**src/rtl/latched_demux_pkg.sv**
```systemverilog
// latched_demux_pkg: shared FSM encoding, drop counter width and saturating increment.
package latched_demux_pkg;
    typedef enum logic {IDLE = 1'b0, PASS = 1'b1} state_t;
    localparam int DROP_W = 16;
    function automatic logic [DROP_W-1:0] sat_inc(input logic [DROP_W-1:0] v);
        return (&v) ? v : v + DROP_W'(1);
    endfunction
endpackage

```
**src/rtl/latched_demux_if.sv**
```systemverilog
// latched_demux_if: stream input and per-channel stream outputs of the demux.
interface latched_demux_if #(parameter int WIDTH = 8, parameter int N_OUTPUTS = 3);
    logic [WIDTH-1:0]           s_tdata;
    logic                       s_tvalid;
    logic                       s_tlast;
    logic                       s_tready;
    logic [N_OUTPUTS*WIDTH-1:0] m_tdata;
    logic [N_OUTPUTS-1:0]       m_tvalid;
    logic [N_OUTPUTS-1:0]       m_tlast;
    logic [N_OUTPUTS-1:0]       m_tready;
    modport master (output s_tdata, s_tvalid, s_tlast, m_tready, input s_tready, m_tdata, m_tvalid, m_tlast);
    modport slave (input s_tdata, s_tvalid, s_tlast, m_tready, output s_tready, m_tdata, m_tvalid, m_tlast);
endinterface

```
**src/rtl/demux_out_reg.sv**
```systemverilog
// demux_out_reg: single output register shared by all channels, tagged with its channel.
module demux_out_reg #(
    parameter int WIDTH     = 8,
    parameter int N_OUTPUTS = 3,
    parameter int SEL_WIDTH = 2
) (
    input  logic                       clk,
    input  logic                       rst,
    input  logic                       load,
    input  logic [WIDTH-1:0]           in_data,
    input  logic                       in_last,
    input  logic [SEL_WIDTH-1:0]       in_ch,
    input  logic [N_OUTPUTS-1:0]       m_tready,
    output logic                       ready,
    output logic [N_OUTPUTS*WIDTH-1:0] m_tdata,
    output logic [N_OUTPUTS-1:0]       m_tvalid,
    output logic [N_OUTPUTS-1:0]       m_tlast
);
    logic [WIDTH-1:0]       data_q, data_d;
    logic                   last_q, last_d;
    logic                   valid_q, valid_d;
    logic [SEL_WIDTH-1:0]   ch_q, ch_d;
    logic [2**SEL_WIDTH-1:0] rdy_pad;
    always_comb begin
        rdy_pad = '0;
        for (int i = 0; i < N_OUTPUTS; i++) rdy_pad[i] = m_tready[i];
        ready   = ~valid_q | rdy_pad[ch_q];
        valid_d = load | (valid_q & ~rdy_pad[ch_q]);
        data_d  = load ? in_data : data_q;
        last_d  = load ? in_last : last_q;
        ch_d    = load ? in_ch : ch_q;
        m_tdata  = '0;
        m_tvalid = '0;
        m_tlast  = '0;
        for (int i = 0; i < N_OUTPUTS; i++) begin
            m_tdata[i*WIDTH +: WIDTH] = data_q;
            m_tlast[i]  = last_q;
            m_tvalid[i] = valid_q & (ch_q == SEL_WIDTH'(i));
        end
    end
    always_ff @(posedge clk or posedge rst) begin
        if (rst) begin
            data_q  <= '0;
            last_q  <= 1'b0;
            valid_q <= 1'b0;
            ch_q    <= '0;
        end else begin
            data_q  <= data_d;
            last_q  <= last_d;
            valid_q <= valid_d;
            ch_q    <= ch_d;
        end
    end
endmodule

```
**src/rtl/latched_demux.sv**
```systemverilog
// latched_demux: packet demux whose route is frozen at the first beat from a latched select.
module latched_demux
    import latched_demux_pkg::*;
#(
    parameter int WIDTH     = 8,
    parameter int N_OUTPUTS = 3,
    parameter int SEL_WIDTH = 2
) (
    input  logic                 clk,
    input  logic                 rst,
    input  logic                 clken,
    input  logic [SEL_WIDTH-1:0] sel,
    latched_demux_if.slave       bus,
    output logic [DROP_W-1:0]    drop_count
);
    state_t                 state_q, state_d;
    logic [SEL_WIDTH-1:0]   sel_latched_q, sel_latched_d;
    logic [SEL_WIDTH-1:0]   route_q, route_d;
    logic [DROP_W-1:0]      drop_q, drop_d;
    logic [SEL_WIDTH-1:0]   eff_route;
    logic                   in_range, reg_ready, s_ready, accept, load;
    always_comb begin
        // at a packet boundary the beat follows the pre-edge latched select
        eff_route     = (state_q == IDLE) ? sel_latched_q : route_q;
        in_range      = 32'(eff_route) < N_OUTPUTS;
        s_ready       = in_range ? reg_ready : 1'b1;
        accept        = bus.s_tvalid & s_ready;
        load          = accept & in_range;
        sel_latched_d = clken ? sel : sel_latched_q;
        route_d       = (accept && state_q == IDLE) ? sel_latched_q : route_q;
        state_d       = accept ? (bus.s_tlast ? IDLE : PASS) : state_q;
        drop_d        = (accept & ~in_range & bus.s_tlast) ? sat_inc(drop_q) : drop_q;
    end
    assign bus.s_tready = s_ready;
    assign drop_count   = drop_q;
    always_ff @(posedge clk or posedge rst) begin
        if (rst) begin
            state_q       <= IDLE;
            sel_latched_q <= '0;
            route_q       <= '0;
            drop_q        <= '0;
        end else begin
            state_q       <= state_d;
            sel_latched_q <= sel_latched_d;
            route_q       <= route_d;
            drop_q        <= drop_d;
        end
    end
    demux_out_reg #(.WIDTH(WIDTH), .N_OUTPUTS(N_OUTPUTS), .SEL_WIDTH(SEL_WIDTH)) u_out (
        .clk      (clk),
        .rst      (rst),
        .load     (load),
        .in_data  (bus.s_tdata),
        .in_last  (bus.s_tlast),
        .in_ch    (eff_route),
        .m_tready (bus.m_tready),
        .ready    (reg_ready),
        .m_tdata  (bus.m_tdata),
        .m_tvalid (bus.m_tvalid),
        .m_tlast  (bus.m_tlast)
    );
endmodule

```
**src/flat_wrapper.sv**
```systemverilog
// flat-port wrapper written by rule: the top's interface ports become plain ports
module latched_demux_flat import latched_demux_pkg::*;
#(
    parameter int WIDTH     = 8,
    parameter int N_OUTPUTS = 3,
    parameter int SEL_WIDTH = 2
)
  (clk, rst, clken, sel, drop_count, bus_s_tdata, bus_s_tvalid, bus_s_tlast, bus_m_tready, bus_s_tready, bus_m_tdata, bus_m_tvalid, bus_m_tlast);
  latched_demux_if #(.WIDTH(WIDTH), .N_OUTPUTS(N_OUTPUTS)) bus_i ();
  input  logic clk;
  input  logic rst;
  input  logic clken;
  input  logic [SEL_WIDTH-1:0] sel;
  output logic [DROP_W-1:0] drop_count;
  input wire logic [$bits(bus_i.s_tdata)-1:0] bus_s_tdata;
  input wire logic [$bits(bus_i.s_tvalid)-1:0] bus_s_tvalid;
  input wire logic [$bits(bus_i.s_tlast)-1:0] bus_s_tlast;
  input wire logic [$bits(bus_i.m_tready)-1:0] bus_m_tready;
  output wire logic [$bits(bus_i.s_tready)-1:0] bus_s_tready;
  output wire logic [$bits(bus_i.m_tdata)-1:0] bus_m_tdata;
  output wire logic [$bits(bus_i.m_tvalid)-1:0] bus_m_tvalid;
  output wire logic [$bits(bus_i.m_tlast)-1:0] bus_m_tlast;
  assign bus_i.s_tdata = bus_s_tdata;
  assign bus_i.s_tvalid = bus_s_tvalid;
  assign bus_i.s_tlast = bus_s_tlast;
  assign bus_i.m_tready = bus_m_tready;
  assign bus_s_tready = bus_i.s_tready;
  assign bus_m_tdata = bus_i.m_tdata;
  assign bus_m_tvalid = bus_i.m_tvalid;
  assign bus_m_tlast = bus_i.m_tlast;
  latched_demux #(.WIDTH(WIDTH), .N_OUTPUTS(N_OUTPUTS), .SEL_WIDTH(SEL_WIDTH)) u_core (.clk(clk), .rst(rst), .clken(clken), .sel(sel), .bus(bus_i), .drop_count(drop_count));
endmodule
```
**config.mk**
```make
export PLATFORM = sky130hd
export DESIGN_NAME = latched_demux_flat
export DESIGN_NICKNAME = d
export VERILOG_FILES = /design/src/rtl/latched_demux_pkg.sv /design/src/rtl/latched_demux_if.sv /design/src/rtl/demux_out_reg.sv /design/src/rtl/latched_demux.sv /design/src/flat_wrapper.sv
export SDC_FILE = /design/constraint.sdc
export NUM_CORES = 1
export LEC_CHECK = 0
export BUFFER_PORTS_ARGS = -buffer_cell sky130_fd_sc_hd__buf_4
export CAP_MARGIN = 10
export CELL_PAD_IN_SITES_DETAIL_PLACEMENT = 0
export CELL_PAD_IN_SITES_GLOBAL_PLACEMENT = 1
export CORE_ASPECT_RATIO = 1.5
export CORE_MARGIN = 5
export CORE_UTILIZATION = 38
export CTS_BUF_LIST = sky130_fd_sc_hd__clkbuf_4 sky130_fd_sc_hd__clkbuf_8
export DETAILED_ROUTE_END_ITERATION = 6
export PLACE_DENSITY = 0.86
export REMOVE_ABC_BUFFERS = 1
export SLEW_MARGIN = 20
export SYNTH_ARGS = -nofsm -noshare
export SYNTH_HDL_FRONTEND = slang
export SYNTH_HIERARCHICAL = 1
export SYNTH_SLANG_ARGS = --single-unit
```
**constraint.sdc**
```tcl
create_clock -name clk -period 2.5 [get_ports clk]
set_clock_uncertainty 0.1 [all_clocks]
set_input_delay 0.125 -clock clk [delete_from_list [all_inputs] [get_ports clk]]
set_output_delay 0.125 -clock clk [all_outputs]
set_load 0.05 [all_outputs]
```
==> flow_metrics.env <==
export IMPL_htreeDepth=2
export IMPL_synth_top_area_cell="dfrtp_1"
export IMPL_avgSynthCellArea_um2=11.5
export IMPL_synth_edf_count=0
export IMPL_finalSetupViolations=0
export IMPL_synth_area_leaders="dfrtp_1 49%, mux2_2 11%, buf_4 9.0%"
export IMPL_fp_coreArea_um2=4250
export IMPL_synth_top_family_by_area="simple AND/OR/NAND/NOR gates"
export IMPL_hold_class="in2reg"
export IMPL_critical_path_required_ns=2.57
export IMPL_synth_xor_area_share_pct=6.27
export IMPL_post_dp_hpwl_mm=2.76
export IMPL_diodes=0
export IMPL_antenna_found_initial=0
export IMPL_die_y_um=91.4
export IMPL_yosys_area_share_adder_pct=0.746
export IMPL_start_util_pct=39.5
export IMPL_nNetsFinal=230
export IMPL_run_status="finished clean"
export IMPL_ys_types=35
export IMPL_worstMarginPinSlew_ns=0.806
export IMPL_numCtsBuffers=5
export IMPL_drtIter0Drc=27
export IMPL_tns_ns=0
export IMPL_synth_top_area_share_pct=49.3
export IMPL_grt_start_max_net_pins=22
export IMPL_area_delta_synth_final_pct=36.8
export IMPL_drc=0
export IMPL_clk_path_buf_depth=2
export IMPL_grt_remaining_overflow=0
export IMPL_fmax_mhz=479
export IMPL_fin_crit_sh_pct=83.5
export IMPL_ys_ff_latch=33
export IMPL_vdd_drop_max_v=0.00130
export IMPL_place_congestion=0.718
export IMPL_num_vias=1279
export IMPL_max_stage_delay_ns=0.50
export IMPL_ioPinCount=65
export IMPL_cp_cell_sequence="mux2i_1, o211ai_1, or3_4, nand2_2, nor2_2, mux2_2"
export IMPL_cap_violations=0
export IMPL_period_minus_slack_ns=2.09
export IMPL_critPathSlowestCell="nor2_2"
export IMPL_slew_violations=0
export IMPL_end_kind="register"
export IMPL_clk_pin_slew_ns=0.07
export IMPL_cts_sinks=33
export IMPL_synth_simple_gate_area_share_pct=16.9
export IMPL_drive_gt1_share_pct=44.8
export IMPL_worstSetupPathType="reg2reg"
export IMPL_dieArea_um2=5870
export IMPL_clk_latency_ns=0.28
export IMPL_seq_area_um2=826
export IMPL_power_density_nw_per_um2=1390
export IMPL_synth_most_common_cell="dfrtp_1"
export IMPL_dieWidth_um=64.2
export IMPL_core_rowCount=29
export IMPL_synth_common_cells="33 x dfrtp_1, 20 x buf_4, 16 x mux2_2"
export IMPL_cts_root_buf="clkbuf_8"
export IMPL_p_leak_nw=1.10
export IMPL_first_pass_iters=4
export IMPL_pwr_share_seq_pct=27.6
export IMPL_clkPwrFrac_pct=12.3
export IMPL_synth_flop_cell="dfrtp_1"
export IMPL_critPathLaunchType="register"
export IMPL_cp_max_fo=13
export IMPL_ant_nets=0
export IMPL_grt_pass1_wl_mm=6.23
export IMPL_switching_share_pct=53.1
export IMPL_io_buffers=64
export IMPL_yosysWarnings=6
export IMPL_synth_compound_area_share_pct=4.33
export IMPL_max_slew_margin_pct=46.2
export IMPL_wl_per_cell_um=14.6
export IMPL_p_sw_mw=1.70
export IMPL_internal_power_mw=1.50
export IMPL_ys_seq_area_share_pct=49.3
export IMPL_cts_tree="yes"
export IMPL_rsz0062_at_grt="false"
export IMPL_n_fill_cell=392
export IMPL_first_global_vias=1364
export IMPL_arrival_ns=2.16
export IMPL_netlist_instances=146
export IMPL_comb_power_share_pct=60.2
export IMPL_routed_wl_mm=3.77
export IMPL_syn_area_um2=1680
export IMPL_hold_viol=0
export IMPL_async_reset_ff_share_pct=100
export IMPL_track_usage_pct=13.3
export IMPL_final_util_pct=54.0
export IMPL_synth_area_mux_share_pct=12.7
export IMPL_via_per_inst=4.96
export IMPL_multiInputGateArea_um2=688
==> path summary, 6_finish.rpt <==
| check | startpoint | endpoint | slack [ns] | cells after the start |
|---|---|---|---|---|
| min in group asynchronous | rst | u_core/u_out/data_q[7] | 0.31 | 3 |
| max in group asynchronous | rst | u_core/drop_count[7] | 1.34 | 3 |
| setup / recovery | u_core/u_out/ch_q[1] | u_core/u_out/data_q[2] | 0.41 | 6 |
| hold reg to reg | u_core/drop_count[9] | u_core/drop_count[9] | 0.40 | 1 |
| hold / removal | bus_s_tvalid | u_core/state_q | 0.05 | 3 |
| setup reg to reg | u_core/u_out/ch_q[1] | u_core/u_out/data_q[2] | 0.41 | 6 |
==> per-stage QoR <==
stage / hold slack, ns / std cells / cell area, um2 / worst slack, ns / power, mW
floorplan: -0.110 / 126 / 1530 / 0.327 / 2.19
global placement: 0.0738 / 236 / 2060 / 0.221 / 2.77
detailed placement: 0.0768 / 236 / 2060 / 0.131 / 2.78
CTS: 0.0318 / 258 / 2290 / 0.169 / 3.20
global route: 0.0902 / 258 / 2290 / 0.280 / 3.34
finish: 0.0478 / 258 / 2290 / 0.413 / 3.19
==> critical path: cells and delay by family (launching register included) <==
kind             cells  cell delay, ns
AND/OR/NAND/NOR      3            0.73
multiplexers         2            0.56
flip-flops           1            0.42
AO/OA/AOI/OAI        1            0.17
==> placed cells by master, fill, tap and decap left out, types with 2 or more instances in the layout <==
cell type      Yosys  layout
a31oi_1            2       2
and2_1             2       2
and3_1             3       3
and4_1             2       2
buf_4             20      64
clkbuf_8           0       5
clkinv_2           0       2
dfrtp_1           33      33
dlygate4sd3_1      0      14
inv_1              4       4
mux2_1             2       2
mux2_2            16      16
nand2_1            9       9
nand2b_1           2       2
nand3_1            8       8
nand3b_1           2       2
nand4_1            4       4
nor2_1             6       5
o21ai_0            2       2
xnor2_1           10      10
xor2_1             2       2
==> power groups by stage <==
stage	Combinational, mW	Sequential, mW	Clock, mW
floorplan	0.451	1.74	0
global placement	1.89	0.879	0
detailed placement	1.90	0.881	0
CTS	1.92	0.878	0.405
global route	2.00	0.909	0.429
finish	1.92	0.880	0.391
==> state kept, by name, summed over array words and instances, names as in the netlist <==
name                  count
u_core/drop_count        16
u_core/route_q            2
u_core/sel_latched_q      2
u_core/state_q            1
u_core/u_out/ch_q         2
u_core/u_out/data_q       8
u_core/u_out/last_q       1
u_core/u_out/valid_q      1
==> kinds of logic after synthesis <==
| logic type | count (synthesis) |
|---|---|
| simple gates | 47 |
| buf+inv | 24 |
| xor+xnor | 12 |
| flops | 33 |
| mux | 19 |
| compound gates | 10 |
| fa+ha+maj | 1 |
==> cell type report <==
class,count,share of cell area [%]
Timing Repair Buffer,78,27.1
Tap cell,46,2.51
Clock inverter,3,0.764
Inverter,4,0.655
Sequential cell,33,36.0
Clock buffer,5,3.00
Multi-Input combinational cell,89,30.0
==> timing repair <==
| item | 4_1_cts | 5_1_grt |
|---|---|---|
| endpoints found under the hold margin | 45 | 0 |
| hold buffers | 14 | 0 |
| buffers inserted | 0 | 0 |
| endpoints found under the setup margin | 0 | 10 |
| gates resized for setup | 0 | 1 |
==> layer usage <==
| layer | wire [um] | up-vias | GRT usage, % |
|---|---|---|---|
| li1 | - | 620 | - |
| met1 | 1510 | 605 | 14.7 |
| met2 | 1910 | 50 | 22.6 |
| met3 | 317 | 4 | 5.06 |
| met4 | 35 | 0 | 5.26 |
| met5 | 0 | - | 0 |
Power figures use the tool's default switching activity.
